### config.mk
export PLATFORM = sky130hd
export DESIGN_NAME = stream_fifo
export DESIGN_NICKNAME = d
export VERILOG_FILES = /design/src/rtl/fifo_pkg.sv /design/src/rtl/fifo_ram.sv /design/src/rtl/stream_fifo.sv
export SDC_FILE = /design/constraint.sdc
export NUM_CORES = 1
export LEC_CHECK = 0
export CORE_ASPECT_RATIO = 0.9
export CORE_MARGIN = 2
export CORE_UTILIZATION = 53
export DETAILED_ROUTE_END_ITERATION = 8
export PLACE_DENSITY = 0.75
export SLEW_MARGIN = 40
export SYNTH_ARGS = -nofsm -noshare
export SYNTH_HDL_FRONTEND = slang
export SYNTH_SLANG_ARGS = --single-unit
### constraint.sdc
create_clock -name clk -period 3.7 [get_ports clk]
set_input_delay 0.74 -clock clk [delete_from_list [all_inputs] [get_ports clk]]
set_output_delay 0.74 -clock clk [all_outputs]
set_load 0.05 [all_outputs]
### src/rtl/fifo_pkg.sv
// Shared sizing helpers and parameter legality checks for the stream FIFO.
package fifo_pkg;

  function automatic int ptr_width(input int depth);
    return (depth > 1) ? $clog2(depth) : 1;
  endfunction

  // One extra bit so the count can represent a completely full FIFO.
  function automatic int lvl_width(input int depth);
    return $clog2(depth) + 1;
  endfunction

  function automatic bit is_pow2(input int v);
    return (v > 0) && ((v & (v - 1)) == 0);
  endfunction

  function automatic bit params_ok(input int width, input int depth,
                                   input int afull, input int aempty);
    return (width >= 1) && (depth >= 4) && is_pow2(depth) &&
           (afull >= 1) && (afull <= depth - 1) &&
           (aempty >= 1) && (aempty <= depth - 1);
  endfunction

endpackage

### src/rtl/fifo_ram.sv
// DEPTH x WIDTH storage: synchronous write, asynchronous read. Contents are never reset.
module fifo_ram #(
  parameter int WIDTH = 8,
  parameter int DEPTH = 16,
  parameter int AW    = 4
) (
  input  logic             clk,
  input  logic             we_i,
  input  logic [AW-1:0]    waddr_i,
  input  logic [WIDTH-1:0] wdata_i,
  input  logic [AW-1:0]    raddr_i,
  output logic [WIDTH-1:0] rdata_o
);

  logic [WIDTH-1:0] mem_q [DEPTH];

  always_ff @(posedge clk) begin
    if (we_i) mem_q[waddr_i] <= wdata_i;
  end

  assign rdata_o = mem_q[raddr_i];

endmodule

### src/rtl/stream_fifo.sv
// First-word-fall-through valid/ready FIFO with level, almost flags and high-water mark.
module stream_fifo
  import fifo_pkg::*;
#(
  parameter int WIDTH      = 8,
  parameter int DEPTH      = 16,
  parameter int AFULL_LVL  = DEPTH - 2,
  parameter int AEMPTY_LVL = 2
) (
  input  logic                   clk,
  input  logic                   rst,
  input  logic                   flush,
  input  logic                   s_valid,
  output logic                   s_ready,
  input  logic [WIDTH-1:0]       s_data,
  output logic                   m_valid,
  input  logic                   m_ready,
  output logic [WIDTH-1:0]       m_data,
  output logic [$clog2(DEPTH):0] level,
  output logic                   almost_full,
  output logic                   almost_empty,
  output logic [$clog2(DEPTH):0] hwm
);

  localparam int PW = ptr_width(DEPTH);
  localparam int LW = lvl_width(DEPTH);

  generate
    if (!params_ok(WIDTH, DEPTH, AFULL_LVL, AEMPTY_LVL)) begin : g_bad_params
      $error("stream_fifo: illegal WIDTH/DEPTH/AFULL_LVL/AEMPTY_LVL");
    end
  endgenerate

  logic [PW-1:0]    wr_ptr_q, wr_ptr_d, rd_ptr_q, rd_ptr_d;
  logic [LW-1:0]    level_q, level_d, hwm_q, hwm_d;
  logic [WIDTH-1:0] rd_data;
  logic             push, pop;

  // Handshake flags come only from the registered count, so no input-to-output paths exist.
  assign s_ready = (level_q != LW'(DEPTH));
  assign m_valid = (level_q != '0);
  assign push    = s_valid & s_ready & ~flush;
  assign pop     = m_valid & m_ready & ~flush;

  always_comb begin
    wr_ptr_d = wr_ptr_q;
    rd_ptr_d = rd_ptr_q;
    level_d  = level_q;
    if (push) wr_ptr_d = wr_ptr_q + 1'b1;
    if (pop)  rd_ptr_d = rd_ptr_q + 1'b1;
    case ({push, pop})
      2'b10:   level_d = level_q + 1'b1;
      2'b01:   level_d = level_q - 1'b1;
      default: level_d = level_q;
    endcase
    hwm_d = (level_d > hwm_q) ? level_d : hwm_q;
    if (flush) begin
      wr_ptr_d = '0;
      rd_ptr_d = '0;
      level_d  = '0;
      hwm_d    = '0;
    end
  end

  always_ff @(posedge clk) begin
    if (rst) begin
      wr_ptr_q <= '0;
      rd_ptr_q <= '0;
      level_q  <= '0;
      hwm_q    <= '0;
    end else begin
      wr_ptr_q <= wr_ptr_d;
      rd_ptr_q <= rd_ptr_d;
      level_q  <= level_d;
      hwm_q    <= hwm_d;
    end
  end

  fifo_ram #(
    .WIDTH (WIDTH),
    .DEPTH (DEPTH),
    .AW    (PW)
  ) u_ram (
    .clk     (clk),
    .we_i    (push & ~rst),
    .waddr_i (wr_ptr_q),
    .wdata_i (s_data),
    .raddr_i (rd_ptr_q),
    .rdata_o (rd_data)
  );

  assign m_data       = m_valid ? rd_data : '0;
  assign level        = level_q;
  assign hwm          = hwm_q;
  assign almost_full  = (level_q >= LW'(AFULL_LVL));
  assign almost_empty = (level_q <= LW'(AEMPTY_LVL));

endmodule
# ---- Yosys cells after proc, flatten, opt, wreduce, memory -nomap -nowiden
# Memories as Yosys holds them, arrays and structs flattened. A register that Yosys moved wholly into a read port is not among the register bits.
# Cells that the tools add are included.
dict set report op_classes {
  addsub 4
  order_cmp 3
  n_eq_ne 3
  mux 6
  n_bitwise 7
  reduce_logical 2
}
# cell count
set op_table {}
lappend op_table {{case mux 5 bit (2 select lines)} 1}
lappend op_table {{adder 4 x 1 -> 4 bit (second input constant)} 2}
lappend op_table {{two-way mux 4 bit} 2}
lappend op_table {{two-way mux 8 bit} 1}
lappend op_table {{adder 5 x 1 -> 5 bit (second input constant)} 1}
lappend op_table {{bitwise AND 1 bit} 5}
lappend op_table {{>= comparator 5 x 4 -> 1 bit (second input constant)} 1}
lappend op_table {{> comparator 5 bit} 1}
lappend op_table {{less-or-equal comparator 5 x 2 -> 1 bit (second input constant)} 1}
lappend op_table {{!= test 5 bit (second input constant)} 1}
lappend op_table {{nonzero test 5 bit} 1}
lappend op_table {{subtractor 5 x 1 -> 5 bit (second input constant)} 1}
lappend op_table {{== test 2 x 1 -> 1 bit (second input constant)} 1}
lappend op_table {{== test 2 bit (second input constant)} 1}
lappend op_table {{two-way mux 1 bit} 2}
lappend op_table {{inverter 1 bit} 2}
lappend op_table {{OR reduction 2 bit} 1}
dict set report totals {
  register_bits 18
  ram_bits 128
  out_inout_bits 22
  n_memories 1
}
# name words word_bits rd rd_clocked_by_memory_dff wr line_no
set mem_list {}
lappend mem_list {u_ram.mem_q 16 8 1 1 1 fifo_ram.sv:15} ;# logic [WIDTH-1:0] mem_q [DEPTH];

# ---- Depth between registers and ports, before layout
dict set report logic_depth {
  ltp_word 6
  depth_mapped 17
  mapped_depth_nobuf 16
}

# ---- Hierarchy
# Synthesis repeated with hierarchy kept, for this count alone.
dict set report unflattened {
  cells_unflattened 348
  hier_area_um2 6088.3
}
# module n_inst cells_per_inst area_per_inst_um2 seq_area_each_um2
set by_module_without_submodules {}
lappend by_module_without_submodules {fifo_ram 1 221 4987.3 3843.7}
lappend by_module_without_submodules {stream_fifo 1 127 1101.1 360.3}

# ---- Least setup slack after synthesis
# Ideal clock, no wire load.
dict set report synth_path {
  path_type {register -> register}
  start {register level_q[0], in the netlist level[0]}
  end {register hwm_q[0], in the netlist hwm[0]}
  setup_ns 0.070
  arrival_ns 4.116
  required_time_ns 3.630
  setup_slack_ns -0.486
  stages_incl_launch_ff 18
  synth_period_minus_slack_ns 4.186
  cell_sequence {dfxtp_1 -> or3_4 -> or2_2 -> nand3_1 -> ha_1 -> ha_1 -> a21oi_1 -> a21boi_0 -> nor3_1 -> xnor2_1 -> inv_1 -> ha_1 -> and3_1 -> and3_1 -> a31o_2 -> buf_2 -> or2_2 -> a21oi_1}
}
dict set report synth_via {
  elab_chain_cells 6
}
# item line_no
set synth_rtl {}
lappend synth_rtl {{from (decl)} stream_fifo.sv:35} ;# logic [LW-1:0] level_q, level_d, hwm_q, hwm_d;
lappend synth_rtl {{from (signal assigned)} stream_fifo.sv:74} ;# level_q <= level_d;
lappend synth_rtl {{!= test 5 bit *} stream_fifo.sv:40} ;# assign s_ready = (level_q != LW'(DEPTH));
lappend synth_rtl {{via s_ready} stream_fifo.sv:14} ;# output logic s_ready,
lappend synth_rtl {{bitwise AND 1 bit * (2 in a row)} stream_fifo.sv:42} ;# assign push = s_valid & s_ready & ~flush;
lappend synth_rtl {{== test 2 x 1 -> 1 bit or == test 2 bit (tied branches)} stream_fifo.sv:51} ;# case ({push, pop})
lappend synth_rtl {{case mux 5 bit (2 select lines) *} stream_fifo.sv:51}
lappend synth_rtl {{> comparator 5 bit} stream_fifo.sv:56} ;# hwm_d = (level_d > hwm_q) ? level_d : hwm_q;
lappend synth_rtl {{to (signal assigned)} stream_fifo.sv:75} ;# hwm_q <= hwm_d;
lappend synth_rtl {{to (decl)} stream_fifo.sv:35}
# Mark *: on every way through the listed nets, which the timed path passes. The rest lies on a longest branch.
# A chain may end at the register's enable or synchronous reset.

# ---- Worst setup path after layout
dict set report layout_path {
  start {register level_q[3], in the netlist level[3]}
  end {register hwm_q[0], in the netlist hwm[0]}
}
dict set report layout_via {
  elab_chain_cells 6
}
# item line_no
set layout_rtl {}
lappend layout_rtl {{!= test 5 bit or nonzero test 5 bit (tied branches)} {stream_fifo.sv:40, stream_fifo.sv:41}}
lappend layout_rtl {{bitwise AND 1 bit, on equally long branches (2 in a row)} {stream_fifo.sv:42, stream_fifo.sv:43}}
lappend layout_rtl {{== test 2 x 1 -> 1 bit or == test 2 bit (tied branches)} stream_fifo.sv:51}
lappend layout_rtl {{case mux 5 bit (2 select lines) *} stream_fifo.sv:51}
lappend layout_rtl {{> comparator 5 bit} stream_fifo.sv:56}
# Mark *: on every way between the ends. The rest lies on a longest branch, timed or not.

==> results.sh <==
export IMPL_status="finished clean"
export IMPL_antenna_found_initial=0
export IMPL_synth_seq_cells=150
export IMPL_start_util=0.540
export IMPL_reg2regPathDepth=15
export IMPL_clock_latency_ns=0.41
export IMPL_wl_um=11900
export IMPL_r2r_end="hwm[0]$_SDFFE_PP0N_"
export IMPL_cts_tree="done"
export IMPL_critPathLaunchType="flop"
export IMPL_vias=3360
export IMPL_design_area_um2=7640
export IMPL_dp_hpwl_um=7420
export IMPL_clock_sinks=150
export IMPL_gr_usage_met2=0.338
export IMPL_ios=35
export IMPL_route_detailed_drc=0
export IMPL_finalSetupViolCount=0
export IMPL_period_needed_ns=3.60
export IMPL_relSlewSlack=0.606
export IMPL_ys_flop_type="edfxtp_1"
export IMPL_htreeDepth=4
export IMPL_grt_pass1_wl_um=18600
export IMPL_portBuffers=34
export IMPL_drt_iter0_drc=311
export IMPL_yosys_area_top_type="edfxtp_1"
export IMPL_grt_busiest_layer="met2"
export IMPL_root_buffer="clkbuf_16"
export IMPL_place_ws_ns=-0.254
export IMPL_worstHoldStart="rd_ptr_q[1]$_SDFFE_PP0N_"
export IMPL_grt_pass1_vias=3392
export IMPL_avgSynthCellArea_um2=17.6
export IMPL_final_nets=454
export IMPL_syn_inst=349
export IMPL_worst_pin_slew_ns=0.589
export IMPL_min_path_type="flop to flop"
export IMPL_postPlaceCellArea_um2=6920
export IMPL_synth_edff_count=128
export IMPL_cp_required_ns=4.04
export IMPL_peakVddDrop_mv=0.328
export IMPL_dieArea_um2=12400
export IMPL_use_met1=0.271
export IMPL_n_antenna_cell=0
export IMPL_power_density_nw_per_um2=518
export IMPL_p_leak_nw=2.54
export IMPL_grt_max_degree=33
export IMPL_worstSetupPathType="flop to flop"
export IMPL_overflow=0
export IMPL_grt_usage=0.206
export IMPL_fin_skew_ns=0.00914
export IMPL_final_max_slew_viol_count=0
export IMPL_fin_tns_setup_ns=0
export IMPL_cap_violations=0
export IMPL_path_clk_slew_ns=0.06
export IMPL_drive_above_1_share=0.328
export IMPL_ys_types=43
export IMPL_cts_hold_buf=0
export IMPL_synth_area_um2=6130
export IMPL_arrival_ns=3.94
export IMPL_cp_max_fo=5
export IMPL_firstDrtPassIters=5
export IMPL_rows=37
export IMPL_vias_per_cell=5.65
export IMPL_fin_crit_sh=0.972
export IMPL_r2r_slack_ns=0.10
export IMPL_yosys_top_cells_area="edfxtp_1, mux4_2, dfxtp_1, mux2i_1, ha_1"
export IMPL_gp_congestion=0.840
export IMPL_synth_fp_nets=377
export IMPL_min_path_cells=2
export IMPL_wl_per_cell_um=20.0
export IMPL_use_met3=0.0574
export IMPL_nFillCells=744
export IMPL_end_kind="flop"
export IMPL_synth_top_cell_area_share=0.627
export IMPL_yosysWarnings=0
export IMPL_numCtsBuffers=17
export IMPL_fin_ws_ns=0.103
export IMPL_ant_nets=0
export IMPL_area_growth_pct=24.7
export IMPL_hold_viol_final=0
export IMPL_die_y_um=106
export IMPL_die_x_um=117
export IMPL_synthArstFlopShare=0
export IMPL_total_power_w=0.00396
export IMPL_core_um2=11300
export IMPL_cts_path_max_buffers=2
export IMPL_fmax_mhz=278
export IMPL_yosysSeqAreaShare=0.699
export IMPL_r2r_start="level[3]$_SDFF_PP0_"
[worst max-delay path: stages (launching register included)]
cell	delay (ns)
dfxtp_4	0.35
or3_4	0.41
o311a_4	0.38
ha_4	0.20
fa_2	0.40
nand3_2	0.09
and3b_1	0.17
nor3_2	0.05
xnor2_1	0.19
inv_1	0.11
ha_4	0.25
and3_4	0.16
and3_4	0.17
a31o_4	0.22
or2_2	0.28
a21oi_2	0.11
[area by class of cell]
class                      instances  area (um^2)  share of cell area
sequential                       150         4300               0.562
clock inverter                    15          201              0.0264
timing repair buffer              75          632              0.0827
inverter                           9         33.8             0.00442
clock buffer                      17          425              0.0557
tap                              156          195              0.0255
multi-input combinational        173         1860               0.243
[kinds of logic (layout without fill, tap and decap cells)]
logic type / after synthesis / count (layout) / share of synthesized area
DFF: 150 / 150 / 0.699
and+or+nand+nor: 70 / 70 / 0.0570
muxes: 52 / 52 / 0.150
AOI/OAI and AO/OA: 27 / 27 / 0.0286
buffers and inverters: 26 / 116 / 0.0190
adders and majority gates: 15 / 15 / 0.0319
xor gates and xnor gates: 9 / 9 / 0.0141
[per-layer routing]
layer	wire length, um	vias up
li1	-	1527
met3	691	7
met1	5060	1719
met5	0	-
met2	6080	107
met4	82	0
[metrics by stage]
stage                util  hold slack, ns  instances
floorplan               -           0.468        349
global placement    0.610           0.464        559
detailed placement  0.610           0.472        559
CTS                 0.665           0.481        591
global route        0.674           0.509        595
finish              0.674           0.493        595
[cell usage in the layout, fill, tap and decap left out, types with 3 or more instances in the layout]
master and n:
xor2_1 4, dfxtp_2 4, nand3_1 3, nor3_1 5, dfxtp_1 16, edfxtp_1 128
mux2i_1 19, nand2b_1 4, a21oi_1 5, inv_1 9, o22ai_1 8, clkdlybuf4s50_1 26
clkinv_1 3, mux4_2 32, xnor2_1 4, nand2_1 10, nor2_1 26, buf_4 48
clkbuf_16 17, ha_1 10, ha_4 4, nor2b_1 3, bufinv_16 4
[synthesized netlist by cell type, types with 3 or more instances]
master      n
or2_2       3
nand2b_1    4
clkbuf_1    8
ha_1       14
nor2b_1     3
inv_1       9
xnor2_1     4
mux2i_1    19
o22ai_1     8
edfxtp_1  128
nor3_1      6
dfxtp_1    22
xor2_1      4
mux4_2     32
buf_2       6
nand3_1     5
nor2_1     27
nand2_1    10
a21oi_1     7
[registers in the layout, summed over array words and instances (netlist names), named ones only]
name and count:
rd_ptr_q 4, hwm 5, level 5, u_ram.mem_q 128, wr_ptr_q 4
[how the worst max path moves through the flow]
| stage | cells after the start | end | slack [ns] | from |
|---|---|---|---|---|
| floorplan | 17 | hwm[0]$_SDFFE_PP0N_ | 0.006 | level[0]$_SDFF_PP0_ |
| global placement | 16 | hwm[0]$_SDFFE_PP0N_ | -0.16 | flush |
| detailed placement | 16 | hwm[3]$_SDFFE_PP0N_ | -0.25 | flush |
| CTS | 15 | hwm[3]$_SDFFE_PP0N_ | 0.07 | level[0]$_SDFF_PP0_ |
| global route | 15 | hwm[0]$_SDFFE_PP0N_ | -0.06 | level[0]$_SDFF_PP0_ |
| finish | 15 | hwm[0]$_SDFFE_PP0N_ | 0.10 | level[3]$_SDFF_PP0_ |
[power breakdown]
group / internal (W) / leakage [nW] / switching [W] / total [W]
logic: 0.000138 / 0.899 / 0.000164 / 0.000302
clock network: 0.00113 / 0.304 / 0.000668 / 0.00180
registers: 0.00185 / 1.33 / 0.00000914 / 0.00185
[timing repair]
| item | in CTS | in global routing |
|---|---|---|
| setup endpoints to repair | 0 | 4 |
| gates resized for setup | 0 | 15 |
| setup buffers | 0 | 4 |
Power figures use the tool's default switching activity.
